## src/rtl/alu_seq_pkg.sv

```systemverilog
// Shared opcodes and FSM state encoding for the ALU command sequencer.
package alu_seq_pkg;

    localparam logic [2:0] OP_ADD = 3'b000;
    localparam logic [2:0] OP_SUB = 3'b001;
    localparam logic [2:0] OP_AND = 3'b010;
    localparam logic [2:0] OP_OR  = 3'b011;
    localparam logic [2:0] OP_XOR = 3'b100;
    localparam logic [2:0] OP_NOT = 3'b101;
    localparam logic [2:0] OP_SHL = 3'b110;
    localparam logic [2:0] OP_SHR = 3'b111;

    typedef enum logic [1:0] {
        IDLE = 2'd0,
        EXEC = 2'd1,
        RESP = 2'd2
    } seq_state_t;

endpackage

```

## src/rtl/alu_op_sequencer_alu.sv

```systemverilog
// Combinational 8-bit ALU datapath; all results are modulo 256, no carry out.
module ALU_8bit
    import alu_seq_pkg::*;
(
    input  logic [7:0] a,
    input  logic [7:0] b,
    input  logic [2:0] op,
    output logic [7:0] result
);

    always_comb begin
        result = 8'h00;
        case (op)
            OP_ADD:  result = a + b;
            OP_SUB:  result = a - b;
            OP_AND:  result = a & b;
            OP_OR:   result = a | b;
            OP_XOR:  result = a ^ b;
            OP_NOT:  result = ~a;
            OP_SHL:  result = {a[6:0], 1'b0};
            OP_SHR:  result = {1'b0, a[7:1]};
            default: result = 8'h00;
        endcase
    end

endmodule

```

## src/rtl/alu_op_sequencer.sv

```systemverilog
// Serial command sequencer: latch a command, run one ALU/load cycle against the
// register file, write back, then hold the result until the consumer takes it.
module alu_op_sequencer
    import alu_seq_pkg::*;
#(
    parameter int NUM_REGS = 4,
    parameter int RA_W     = $clog2(NUM_REGS)
) (
    input  logic            clk,
    input  logic            rst,
    input  logic            cmd_valid,
    output logic            cmd_ready,
    input  logic            cmd_load,
    input  logic [2:0]      cmd_op,
    input  logic [RA_W-1:0] cmd_ra,
    input  logic [RA_W-1:0] cmd_rb,
    input  logic [RA_W-1:0] cmd_rd,
    input  logic [7:0]      cmd_imm,
    output logic            rsp_valid,
    input  logic            rsp_ready,
    output logic [7:0]      rsp_data,
    output logic            rsp_zero,
    output logic [15:0]     op_count
);

    seq_state_t      state_q, state_d;
    logic            load_q, load_d;
    logic [2:0]      op_q, op_d;
    logic [RA_W-1:0] ra_q, ra_d;
    logic [RA_W-1:0] rb_q, rb_d;
    logic [RA_W-1:0] rd_q, rd_d;
    logic [7:0]      imm_q, imm_d;
    logic [7:0]      regs_q [NUM_REGS];
    logic [7:0]      regs_d [NUM_REGS];
    logic [7:0]      rsp_data_q, rsp_data_d;
    logic            rsp_zero_q, rsp_zero_d;
    logic [15:0]     op_count_q, op_count_d;

    logic [7:0] alu_a, alu_b, alu_y, exec_result;

    // Operands come from the pre-edge register contents, so rd==ra/rb reads the old value.
    assign alu_a       = regs_q[ra_q];
    assign alu_b       = regs_q[rb_q];
    assign exec_result = load_q ? imm_q : alu_y;

    ALU_8bit u_alu (
        .a      (alu_a),
        .b      (alu_b),
        .op     (op_q),
        .result (alu_y)
    );

    always_comb begin
        state_d    = state_q;
        load_d     = load_q;
        op_d       = op_q;
        ra_d       = ra_q;
        rb_d       = rb_q;
        rd_d       = rd_q;
        imm_d      = imm_q;
        regs_d     = regs_q;
        rsp_data_d = rsp_data_q;
        rsp_zero_d = rsp_zero_q;
        op_count_d = op_count_q;
        case (state_q)
            IDLE: begin
                if (cmd_valid) begin
                    load_d  = cmd_load;
                    op_d    = cmd_op;
                    ra_d    = cmd_ra;
                    rb_d    = cmd_rb;
                    rd_d    = cmd_rd;
                    imm_d   = cmd_imm;
                    state_d = EXEC;
                end
            end
            EXEC: begin
                regs_d[rd_q] = exec_result;
                rsp_data_d   = exec_result;
                rsp_zero_d   = (exec_result == 8'h00);
                state_d      = RESP;
            end
            RESP: begin
                if (rsp_ready) begin
                    op_count_d = op_count_q + 16'd1;
                    state_d    = IDLE;
                end
            end
            default: state_d = IDLE;
        endcase
    end

    always_ff @(posedge clk or posedge rst) begin
        if (rst) begin
            state_q    <= IDLE;
            load_q     <= 1'b0;
            op_q       <= OP_ADD;
            ra_q       <= '0;
            rb_q       <= '0;
            rd_q       <= '0;
            imm_q      <= 8'h00;
            for (int i = 0; i < NUM_REGS; i++) regs_q[i] <= 8'h00;
            rsp_data_q <= 8'h00;
            rsp_zero_q <= 1'b1;
            op_count_q <= 16'h0000;
        end else begin
            state_q    <= state_d;
            load_q     <= load_d;
            op_q       <= op_d;
            ra_q       <= ra_d;
            rb_q       <= rb_d;
            rd_q       <= rd_d;
            imm_q      <= imm_d;
            regs_q     <= regs_d;
            rsp_data_q <= rsp_data_d;
            rsp_zero_q <= rsp_zero_d;
            op_count_q <= op_count_d;
        end
    end

    assign cmd_ready = (state_q == IDLE);
    assign rsp_valid = (state_q == RESP);
    assign rsp_data  = rsp_data_q;
    assign rsp_zero  = rsp_zero_q;
    assign op_count  = op_count_q;

endmodule

```

## config.mk

```make
export PLATFORM = sky130hd
export DESIGN_NAME = alu_op_sequencer
export DESIGN_NICKNAME = d
export VERILOG_FILES = /design/src/rtl/alu_seq_pkg.sv /design/src/rtl/alu_op_sequencer_alu.sv /design/src/rtl/alu_op_sequencer.sv
export SDC_FILE = /design/constraint.sdc
export NUM_CORES = 1
export LEC_CHECK = 0
export ABC_AREA = 1
export BUFFER_PORTS_ARGS = -buffer_cell sky130_fd_sc_hd__buf_2
export CAP_MARGIN = 5
export CORE_ASPECT_RATIO = 0.7
export CORE_MARGIN = 4
export CORE_UTILIZATION = 30
export DETAILED_ROUTE_END_ITERATION = 10
export GPL_ROUTABILITY_DRIVEN = 1
export GPL_TIMING_DRIVEN = 0
export SYNTH_ARGS = -nofsm -noshare
export SYNTH_HDL_FRONTEND = slang
export SYNTH_SLANG_ARGS = --single-unit
```

## constraint.sdc

```tcl
create_clock -name clk -period 2.6 [get_ports clk]
set_clock_uncertainty 0.05 [all_clocks]
set_input_delay 0.65 -clock clk [delete_from_list [all_inputs] [get_ports clk]]
set_output_delay 0.65 -clock clk [all_outputs]
set_load 0.01 [all_outputs]
```

* Word level (Yosys, flattened, before mapping)
Cells that the tools add are included.
** Storage, ports and cells
- Memories kept :: 0
- Output and inout port bits :: 27
- Bits in read-only memories :: 0
- Register bits :: 77
- Logic and storage cells :: 60
- Latch bits :: 0
- Input bits :: 22
- RAM bits :: 0
** Operators by class
- Divide/modulo/power cells :: 0
- Magnitude comparators :: 4
- $add $sub $neg :: 3
- Multiplexer cells :: 14
- Reduce and logical (&&, ||, !) cells :: 7
- Eq/ne operators :: 11
- Shift operators :: 0
- Multipliers :: 0
- Bitwise operators :: 7
** Operators by type and width (count)
- 8-bit case mux with 8 select lines :: 1
- 8-bit 2-to-1 mux :: 6
- 8-bit binary-select mux with 2-bit select :: 2
- 32-bit bitwise mux :: 1
- 16-bit by 1-bit adder with 16-bit output (second input constant) :: 1
- 8-bit demux with 2-bit select :: 1
- 3-bit equality test (second input constant) :: 4
- 3-bit >= comparator (second input constant) :: 3
- 2-bit NOT with 3-bit output :: 3
- 8-bit adder :: 1
- 8-bit AND :: 1
- 8-bit zero test :: 1
- 8-bit NOT :: 1
- 8-bit bitwise OR :: 1
- 8-bit subtractor :: 1
- 8-bit XOR :: 1
- 3-bit by 2-bit equality test with 1-bit output (second input constant) :: 2
- 2-bit case mux with 3 select lines :: 1
- 2-bit AND reduction :: 3
- 2-bit 2-to-1 mux :: 2
- 3-bit by 1-bit equality test with 1-bit output (second input constant) :: 1
- 3-bit zero test :: 1
- 3-bit by 1-bit < comparator with 1-bit output (second input constant) :: 1
- 2-bit by 1-bit equality test with 1-bit output (second input constant) :: 1
- other kinds (5) :: 5

* Longest topological paths before layout
Gate-level depths: netlist of the first run.
- Depth after elaboration :: 8
- Gate-level depth with buffers :: 27
- Depth with buffers taken out :: 25

* By module
From an unflattened synthesis of the first run, not the netlist that was laid out.
** Unflattened totals
- Cells, all modules :: 634
- Area total of the unflattened synthesis :: 4753.3 um2
** By module, submodules not included
- alu_op_sequencer :: sequential area each 1928.1 um2, cells each 441, area each 3633.5 um2, instances 1
- ALU_8bit :: sequential area each 0.0 um2, cells each 193, area each 1119.8 um2, instances 1

* Least setup slack after synthesis of the first run
Ideal clock, no wire load.
- Path type :: reg2reg
- Start :: register rb_q[0]
- End :: register rsp_zero_q (netlist: rsp_zero)
- Setup slack :: -0.237 ns
- Setup time :: 0.060 ns
- Buffers on the path :: 2
- Clock period less this slack :: 2.837 ns
- Cell stages (with the launch flop) :: 21
- Data required time :: 2.490 ns
- Arrival :: 2.727 ns
- Cells stage by stage :: dfrtp_1 > buf_6 > buf_6 > o21ai_1 > nand2_1 > nand2_2 > inv_1 > ha_1 > o21ai_0 > ha_1 > nand3_1 > nand3_1 > xnor2_1 > nand2_1 > nand3_1 > nand2_1 > nor2_1 > nand3_1 > nor2_2 > nand2_1 > nand2_1
** On the way
- Word-level cells in the longest chain between the ends :: 8
- Elaborated cells on any way between the ends :: 12
- Those cells by class :: 2 x add/sub; 5 x mux; 4 x bitwise; 1 x reduce/logical
** Ends and longest elaborated chain
- from (decl) :: RTL line alu_op_sequencer.sv:30 : logic [RA_W-1:0] rb_q, rb_d;
- from (signal assigned) :: RTL line alu_op_sequencer.sv:111 : rb_q <= rb_d;
- 2-bit NOT with 3-bit output (not written as such) * :: RTL line alu_op_sequencer.sv:43 : assign alu_b = regs_q[rb_q];
- 8-bit binary-select mux with 2-bit select * :: RTL line alu_op_sequencer.sv:43
- 8-bit 2-to-1 mux (not written as such) * (2 in a row) :: RTL line alu_op_sequencer.sv:43
- 8-bit subtractor (tied with other cells) :: RTL line alu_op_sequencer_alu.sv:15 : OP_SUB: result = a - b;
- 8-bit case mux with 8 select lines * :: RTL line alu_op_sequencer_alu.sv:13 : case (op)
- 8-bit 2-to-1 mux * :: RTL line alu_op_sequencer.sv:44 : assign exec_result = load_q ? imm_q : alu_y;
- 8-bit zero test * :: RTL line alu_op_sequencer.sv:80 : rsp_zero_d = (exec_result == 8'h00);
- to (signal assigned) :: RTL line alu_op_sequencer.sv:116 : rsp_zero_q <= rsp_zero_d;
- to (decl) :: RTL line alu_op_sequencer.sv:36 : logic rsp_zero_q, rsp_zero_d;
Mark *: on every way between the ends. The rest lies on a longest branch, timed or not. The select of a mux whose other input is x is not followed.
A chain may end at the register's enable or synchronous reset.

* Final worst setup path of the first run
Ends and elaborated chain as after synthesis.

==> impl_metrics.json, run 1 <==
{
  "layout-drive-gt1-share_pct": 26.47,
  "die_w_um": 164.4,
  "drt_iter0_drc": 356,
  "cts_sinks": 77,
  "dieArea_mm2": 0.01930,
  "ios": 49,
  "max_freq_mhz": 331.1,
  "relSlewSlack_pct": 44.72,
  "ys_seq_elements": 77,
  "rsz0062_at_grt": "yes",
  "viasPerCell": 4.773,
  "netlist_area_mm2": 0.005134,
  "stdcell_count": 988,
  "start_util_pct": 31.03,
  "status": "complete, but fails checks",
  "synth.avg_cell_area_um2": 7.605,
  "syn2layout_area_growth_pct": 23.25,
  "clk_latency_ns": 0.34,
  "worst-setup-path-type": "flip-flop to flip-flop",
  "vias": 4716,
  "rows": 39,
  "worst_hold_slack_ns": 0.4118,
  "grt_pass1_wl_um": 23560,
  "worstReg2RegStart": "rb_q[0]",
  "async_flop_share_pct": 100.0,
  "cp_max_fo": 6,
  "period_share_pct": 116.2,
  "synth_compound_area_share_pct": 8.360,
  "worst_slack_ns": -0.4199,
  "ant_nets": 0,
  "grt_use_total_pct": 15.29,
  "synth-edff-count": 0,
  "finalWirelength_um": 14450,
  "antenna_cells": 0,
  "yosys.area_share.simple_pct": 34.88,
  "syn_nets": 723,
  "cts_buffers": 9,
  "grt_max_degree": 42,
  "cap_violations": 0,
  "overflow": 0,
  "clk_transition_reported_paths_ns": 0.06,
  "setup_viol": 32,
  "holdPathStages": 2,
  "hold_path_startpoint": "rsp_zero",
  "end_kind": "flip-flop",
  "fillers": 1718,
  "dp.cells": 949,
  "yosysWarnings": 0,
  "root_buffer": "clkbuf_16",
  "period_needed_ns": 3.020,
  "dp_hpwl_um": 10930,
  "antenna_found_initial": 0,
  "dieHeight_um": 117.4,
  "cts_hold_buf": 0,
  "drc": 0,
  "drv_slew": 0,
  "cp.arrival_ns": 3.25,
  "min_to": "rsp_zero",
  "r2r_setup_slack_ns": -0.42,
  "cts_tree": "built",
  "netlist-cell-type-count": 45,
  "clockBufferDepth": 2,
  "utilization_pct": 38.25,
  "ctsHtreeMaxLevel": 3,
  "firstDrtPassIters": 6,
  "hp-class": "flip-flop to flip-flop",
  "synth_cells": 675,
  "ys_dominant_reg_cell": "dfrtp_1",
  "crit_path_start_kind": "flip-flop",
  "synthTopCellsByArea": "dfrtp_1 37%, nand2_1 16%, ha_1 6.1%, nand3_1 5.0%, inv_1 3.9%",
  "core_mm2": 0.01654,
  "critPathRequiredTime_ns": 2.83,
  "yosys.area.top_type": "dfrtp_1",
  "failed_checks": "negative setup slack",
  "finalHoldViolations": 0,
  "layout.nets": 806,
  "worstReg2RegEnd": "rsp_zero",
  "yosysSeqAreaShare_pct": 37.56,
  "synthMuxAreaShare_pct": 0.2194,
  "worst_pin_slew_ns": 0.8275,
  "io_buffers": 48,
  "reg2regPathDepth": 20,
  "detail_route.wl_per_cell_um": 14.63,
  "synth_fa_ha_area_share_pct": 6.483,
  "synth_top_family_by_area": "simple AND/OR/NAND/NOR gates",
  "synth_top_area_share_pct": 37.05,
  "grt_pass1_vias": 4400,
  "place.gp.congestion": 0.8809,
  "synth-xor-area-share_pct": 3.753
}
[worst max-delay path, stage by stage, from the launching register on]
cell and delay, ns:
dfrtp_1 0.34, buf_6 0.16, inv_8 0.06, buf_12 0.14
o211ai_4 0.17, nand2_4 0.10, buf_4 0.14, buf_4 0.12
o21ai_1 0.16, xor2_1 0.18, ha_1 0.32, a21oi_2 0.20
a21oi_1 0.08, nand3b_1 0.20, nand3_2 0.11, nand3_1 0.07
nor2_1 0.10, nand3_1 0.08, nor2_2 0.08, nand2_1 0.05
nand2_1 0.05
[what timing repair did]
action                                 CTS  global route
endpoints found under the hold margin    0             0
pin swaps                               14             8
buffers inserted                        19             4
setup endpoints to repair               36            36
gates resized for setup                 26            19
[through the flow]
step | TNS [ns] | worst slack, ns | area (µm²)
after floorplan | -1.424 | -0.1426 | 5166
after global placement | -15.24 | -0.6394 | 5688
after detailed placement | -15.51 | -0.6426 | 5708
after CTS | -8.176 | -0.4109 | 6243
after global routing | -14.37 | -0.5875 | 6327
final | -8.272 | -0.4199 | 6327
[registers in the layout (all words and copies together), names as in the netlist, 3 cells and up]
name,count
op_q,3
rsp_data,8
op_count,16
imm_q,8
regs_q,32
[how the worst max path moves through the flow]
stage | slack, ns | startpoint | to | cells after the start
finish | -0.42 | rb_q[0] | rsp_zero | 20
global route | -0.59 | rb_q[0] | rsp_zero | 23
CTS | -0.41 | rb_q[0] | rsp_data[6] | 24
detailed placement | -0.64 | rb_q[0] | rsp_zero | 22
global placement | -0.64 | rb_q[0] | rsp_zero | 22
floorplan | -0.14 | rb_q[0] | regs_q[14] | 24
[metal layers]
layer	wire, µm	track usage (%)	vias up
met3	1013	3.647	13
met1	7614	25.19	2209
met5	0	0	-
met2	5690	19.99	155
met4	133	2.462	0
li1	-	-	2339
[cell type report]
cell class,count,area [µm²],area share [%]
Buffer,21,186.4,2.946
Timing Repair Buffer,72,436.7,6.901
Multi-Input combinational cell,507,2903,45.88
Tap cell,225,281.5,4.449
Clock buffer,10,229.0,3.619
Sequential cell,77,1928,30.47
Clock inverter,6,71.32,1.127
Inverter,70,291.5,4.607
[kinds of logic after synthesis]
kind of cell / after synthesis
xor+xnor: 22
compound gates: 76
buf+inv: 91
mux: 1
simple gates: 382
fa+ha+maj: 26
flops: 77
[placed cells by master, fill, tap and decap left out, types with 3 or more instances in the layout]
cell	netlist	final
nand2_1	223	214
dfrtp_1	76	76
buf_2	2	50
inv_1	54	48
nand3_1	51	46
nor2_1	43	42
buf_4	2	24
ha_1	25	24
nand2_2	16	22
o21ai_1	23	20
o21ai_0	25	19
nand3_2	8	13
nand4_1	13	13
inv_2	10	12
xor2_1	12	12
a31oi_1	10	10
xnor2_1	10	10
buf_6	10	9
clkbuf_16	0	9
a21oi_1	11	8
o21ai_2	0	8
clkbuf_1	6	7
nand2_4	3	6
inv_4	3	5
nor2_4	4	5
nor3_2	5	5
nor2_2	4	4
a21oi_2	0	3
o211ai_1	3	3
[cells in the mapped netlist, drive strengths merged (4+ instances only)]
| library cell | count |
|---|---|
| nor3 | 8 |
| nand2 | 243 |
| dfrtp | 76 |
| ha | 25 |
| nand3 | 61 |
| nand4 | 13 |
| clkbuf | 7 |
| o21ai | 49 |
| nor2 | 51 |
| inv | 68 |
| a21oi | 11 |
| xnor2 | 10 |
| o211ai | 4 |
| buf | 14 |
| a31oi | 10 |
| xor2 | 12 |
Power of run 1 is not shown: default switching activity piles up to over one toggle a cycle in this logic, so the estimate is an artifact.
==> run 2: changes to the inputs <==
--- a/config.mk
+++ b/config.mk
@@ -16,4 +16,5 @@
 export GPL_TIMING_DRIVEN = 0
 export SYNTH_ARGS = -nofsm -noshare
 export SYNTH_HDL_FRONTEND = slang
+export SYNTH_HIERARCHICAL = 1
 export SYNTH_SLANG_ARGS = --single-unit
==> impl_metrics.json, run 2 <==
{
  "antenna_found_initial": 0,
  "netlist_area_mm2": 0.004753,
  "setup_viol": 36,
  "layout-drive-gt1-share_pct": 25.99,
  "cpMaxStageDelayCell": "dfrtp_2",
  "end_kind": "flip-flop",
  "regMostFlops": "regs_q",
  "root_buffer": "clkbuf_16",
  "die_w_um": 158.5,
  "period_share_pct": 121.4,
  "rows": 38,
  "cp.depth": 29,
  "crit_path_start_kind": "flip-flop",
  "multi_input_area_mm2": 0.002746,
  "cts_hold_buf": 0,
  "drv_slew": 0,
  "synth_cells": 634,
  "relSlewSlack_pct": 60.10,
  "crit_buf_inv": 7,
  "grt_pass1_wl_um": 23040,
  "crit_family": "simple AND/OR/NAND/NOR gates",
  "drc": 0,
  "critPathRequiredTime_ns": 2.83,
  "async_flop_share_pct": 100.0,
  "cts_buffers": 9,
  "worst_pin_slew_ns": 0.5985,
  "worst-setup-path-type": "flip-flop to flip-flop",
  "dieHeight_um": 113.3,
  "utilization_pct": 40.28,
  "viasPerCell": 4.884,
  "syn2layout_area_growth_pct": 31.35,
  "yosysWarnings": 6,
  "vias": 4547,
  "firstDrtPassIters": 5,
  "grt_use_total_pct": 16.45,
  "largest_reg_flops": 32,
  "clockBufferDepth": 2,
  "synth_top_area_share_pct": 40.01,
  "antenna_cells": 0,
  "synth.most_common_cell": "nand2_1",
  "cap_violations": 0,
  "pre_cts_ws_ns": -1.087,
  "synth.avg_cell_area_um2": 7.497,
  "drt_iter0_drc": 506,
  "grt_max_degree": 41,
  "final_common_cell": "nand2_1",
  "ys_top_cells_by_count": "148 x nand2_1, 85 x nor2_1, 76 x dfrtp_1, 75 x inv_1, 72 x o21ai_0",
  "place.gp.congestion": 0.9301,
  "worst_slack_ns": -0.5565,
  "critPathMaxStageDelay_ns": 0.43,
  "layout.nets": 775,
  "detail_route.wl_per_cell_um": 15.27,
  "seq_area_mm2": 0.001932,
  "crit_top_cell": "nand2_1",
  "finalWirelength_um": 14220,
  "worst_hold_slack_ns": 0.2967,
  "yosys.area.top_type": "dfrtp_1",
  "fillers": 1578,
  "hp-class": "input pin to asynchronous set/reset pin",
  "dieArea_mm2": 0.01795,
  "yosysSeqAreaShare_pct": 40.56,
  "worstReg2RegEnd": "rsp_zero",
  "cp.arrival_ns": 3.39,
  "clk_transition_reported_paths_ns": 0.06,
  "overflow": 0,
  "rsz0062_at_grt": "yes",
  "netlist-cell-type-count": 34,
  "ios": 49,
  "cts_sinks": 77,
  "r2r_setup_slack_ns": -0.56,
  "synthTopCellsByArea": "dfrtp_1 40%, nand2_1 12%, o21ai_0 7.6%, nor2_1 6.7%, ha_1 6.6%",
  "start_util_pct": 30.67,
  "most-common-layout-cells": "135 x nand2_1, 82 x nor2_1, 73 x dfrtp_1",
  "grt_pass1_vias": 4269,
  "reg2regPathDepth": 29,
  "period_needed_ns": 3.156,
  "io_buffers": 48,
  "cp_max_fo": 6,
  "dp_hpwl_um": 10270,
  "synth-edff-count": 0,
  "failed_checks": "negative setup slack",
  "clk_latency_ns": 0.35,
  "ys_seq_elements": 77,
  "ant_nets": 0,
  "core_mm2": 0.01550,
  "status": "complete, but fails checks",
  "ctsHtreeMaxLevel": 3,
  "ys_dominant_reg_cell": "dfrtp_1",
  "max_freq_mhz": 316.8,
  "finalHoldViolations": 0,
  "cts_tree": "built",
  "syn_nets": 682,
  "worstReg2RegStart": "rb_q[0]"
}
[run 2: cell count changes in the layout (fill, tap and decap cells not counted), moves of 7 or more]
cell | previous run | this run
a21oi_2 | 3 | 10
nand3_2 | 13 | 2
nor2_1 | 42 | 82
a21oi_1 | 8 | 29
o22ai_1 | 0 | 9
o21ai_1 | 20 | 7
o21ai_0 | 19 | 58
a31oi_1 | 10 | 0
nand2_2 | 22 | 12
inv_1 | 48 | 69
nand2_1 | 214 | 135
nand3_1 | 46 | 21
[run 2: cell families after synthesis]
kind of cell	after synthesis	share of synthesized area, %
AND/OR/NAND/NOR	278	24.98
AO/OA/AOI/OAI	140	15.79
buffers and inverters	95	8.291
flip-flops	77	40.56
adder cells (fa/ha/maj)	26	7.002
XOR/XNOR	17	3.132
multiplexers	1	0.2369
[run 2: through the flow]
| step | setup TNS (ns) | cell area (µm²) | instances |
|---|---|---|---|
| 2_1_floorplan | -4.848 | 4863 | 634 |
| 3_3_place_gp | -29.48 | 5354 | 882 |
| 3_5_place_dp | -30.03 | 5394 | 884 |
| 4_1_cts | -13.38 | 6165 | 927 |
| 5_1_grt | -21.25 | 6243 | 931 |
| 6_report | -14.17 | 6243 | 931 |
[run 2: worst max-delay path by stage]
stage | from | end | slack [ns]
4_1_cts | rb_q[0] | rsp_zero | -0.54
3_3_place_gp | rb_q[1] | rsp_zero | -1.06
3_5_place_dp | rb_q[1] | rsp_zero | -1.09
5_1_grt | rb_q[0] | rsp_zero | -0.79
6_report | rb_q[0] | rsp_zero | -0.56
2_1_floorplan | rb_q[0] | rsp_zero | -0.30
[run 2: worst reg2reg max path: cells and delay by family (launching register included)]
kind            cells  cell delay, ns
simple gates       17            1.25
buf+inv             7            0.61
compound gates      2            0.19
flops               1            0.43
fa+ha+maj           2            0.43
xor+xnor            1            0.14
[run 2: metal layers]
metal	wire [µm]	global-route usage, %
met3	1367	6.460
met1	7156	25.61
met4	160	3.466
met2	5535	21.07
met5	0	0
[run 2: repair_timing]
item | 4_1_cts | 5_1_grt
gates cloned | 1 | 0
pin swaps | 29 | 8
buffers inserted | 27 | 4
endpoints found under the setup margin | 40 | 40
hold endpoints to repair | 0 | 0
resized for setup | 70 | 14
[run 2: layout make-up]
type	count	share of cell area, %
clock inverter	5	0.9619
buffer	16	2.425
sequential	77	30.94
multi-input combinational	462	43.99
tap	200	4.008
clock buffer	10	3.667
inverter	79	4.950
timing repair buffer	82	9.058
Power of run 2 is left out for the same reason.
==> run 3: changes to the inputs <==
--- a/config.mk
+++ b/config.mk
@@ -9,11 +9,12 @@
 export BUFFER_PORTS_ARGS = -buffer_cell sky130_fd_sc_hd__buf_2
 export CAP_MARGIN = 5
 export CORE_ASPECT_RATIO = 0.7
-export CORE_MARGIN = 4
+export CORE_MARGIN = 5
 export CORE_UTILIZATION = 30
 export DETAILED_ROUTE_END_ITERATION = 10
 export GPL_ROUTABILITY_DRIVEN = 1
 export GPL_TIMING_DRIVEN = 0
+export PLACE_DENSITY = 0.59
 export SYNTH_ARGS = -nofsm -noshare
 export SYNTH_HDL_FRONTEND = slang
 export SYNTH_HIERARCHICAL = 1
==> impl_metrics.json, run 3 (synthesis gave the netlist of run 2 again) <==
{
  "firstDrtPassIters": 5,
  "cap_violations": 0,
  "largest_reg_flops": 32,
  "tns_ns": -15.78,
  "core_mm2": 0.01550,
  "grt_max_degree": 41,
  "rsz0062_at_grt": "yes",
  "antenna_found_initial": 0,
  "max_freq_mhz": 313.3,
  "drc": 0,
  "setup_viol": 36,
  "clk_latency_ns": 0.34,
  "syn2layout_area_growth_pct": 33.59,
  "regMostFlops": "regs_q",
  "finalWirelength_um": 14400,
  "place.gp.congestion": 0.9149,
  "period_needed_ns": 3.192,
  "period_share_pct": 122.8,
  "status": "complete, but fails checks",
  "dieArea_mm2": 0.01850,
  "layout.nets": 782,
  "cts_buffers": 9,
  "dp_hpwl_um": 10350,
  "die_w_um": 160.5,
  "root_buffer": "clkbuf_16",
  "crit_top_cell": "nand2_1",
  "relSlewSlack_pct": 44.04,
  "hp-class": "input pin to asynchronous set/reset pin",
  "ios": 49,
  "overflow": 0,
  "clockBufferDepth": 2,
  "dieHeight_um": 115.3,
  "end_kind": "flip-flop",
  "utilization_pct": 40.97,
  "cp_max_fo": 8,
  "reg2regPathDepth": 27,
  "r2r_setup_slack_ns": -0.59,
  "critPathRequiredTime_ns": 2.83,
  "viasPerCell": 4.891,
  "ctsHtreeMaxLevel": 3,
  "cpMaxStageDelayCell": "dfrtp_2",
  "worst-setup-path-type": "flip-flop to flip-flop",
  "cp.arrival_ns": 3.42,
  "vias": 4593,
  "grt_pass1_vias": 4393,
  "critPathMaxStageDelay_ns": 0.48,
  "cts_tree": "built",
  "worstReg2RegEnd": "rsp_zero",
  "worstReg2RegStart": "rb_q[0]",
  "detail_route.wl_per_cell_um": 15.34,
  "cts_sinks": 77,
  "grt_pass1_wl_um": 23360,
  "worst_hold_slack_ns": 0.4214,
  "crit_path_start_kind": "flip-flop",
  "crit_family": "simple AND/OR/NAND/NOR gates",
  "ant_nets": 0,
  "failed_checks": "negative setup slack",
  "drt_iter0_drc": 414,
  "drv_slew": 0,
  "final_common_cell": "nand2_1",
  "worst_slack_ns": -0.5918,
  "cts_hold_buf": 0,
  "antenna_cells": 0,
  "worst_pin_slew_ns": 0.8376,
  "clk_transition_reported_paths_ns": 0.07,
  "io_buffers": 48,
  "rows": 38,
  "finalHoldViolations": 0,
  "fillers": 1575,
  "grt_use_total_pct": 15.92,
  "start_util_pct": 30.67,
  "crit_buf_inv": 7,
  "layout-drive-gt1-share_pct": 27.47,
  "most-common-layout-cells": "135 x nand2_1, 80 x nor2_1, 73 x dfrtp_1"
}
[run 3: final cells by class]
type                       instances  area (µm²)  area share [%]
inverter                          79       312.8           4.926
clock inverter                     6       117.6           1.852
multi-input combinational        462        2769           43.61
clock buffer                      10       239.0           3.764
timing repair buffer              89       575.6           9.064
sequential                        77        1932           30.42
buffer                            16       153.9           2.424
tap                              200       250.2           3.941
[run 3: repair_timing]
action | in CTS | in global routing
buffers inserted | 34 | 4
pin swaps | 32 | 14
cloned | 2 | 0
gates resized for setup | 75 | 14
endpoints found under the setup margin | 40 | 40
[run 3: through the flow]
| step | instances | worst slack [ns] | area, µm² |
|---|---|---|---|
| floorplan | 634 | -0.2967 | 4863 |
| global placement | 882 | -1.129 | 5354 |
| detailed placement | 883 | -1.087 | 5374 |
| CTS | 935 | -0.4852 | 6267 |
| global route | 939 | -0.8388 | 6350 |
| finish | 939 | -0.5918 | 6350 |
[run 3: how the worst max path moves through the flow]
stage / startpoint / to / slack [ns] / cells after the start
global placement: rb_q[1] / rsp_zero / -1.13 / 15
detailed placement: ra_q[0] / rsp_zero / -1.09 / 15
floorplan: rb_q[0] / rsp_zero / -0.30 / 26
global route: rb_q[0] / rsp_zero / -0.84 / 29
CTS: rb_q[0] / rsp_zero / -0.49 / 26
finish: rb_q[0] / rsp_zero / -0.59 / 27
[run 3: metal layers]
metal | part of all wire (%) | vias up | wire (µm) | global-route usage [%]
met3 | 10 | 25 | 1440 | 5.840
met1 | 50 | 2107 | 7139 | 23.73
li1 | - | 2266 | - | -
met4 | 1.9 | 0 | 274 | 4.011
met2 | 39 | 195 | 5546 | 21.57
met5 | 0 | - | 0 | 0
Power of run 3 is left out for the same reason.
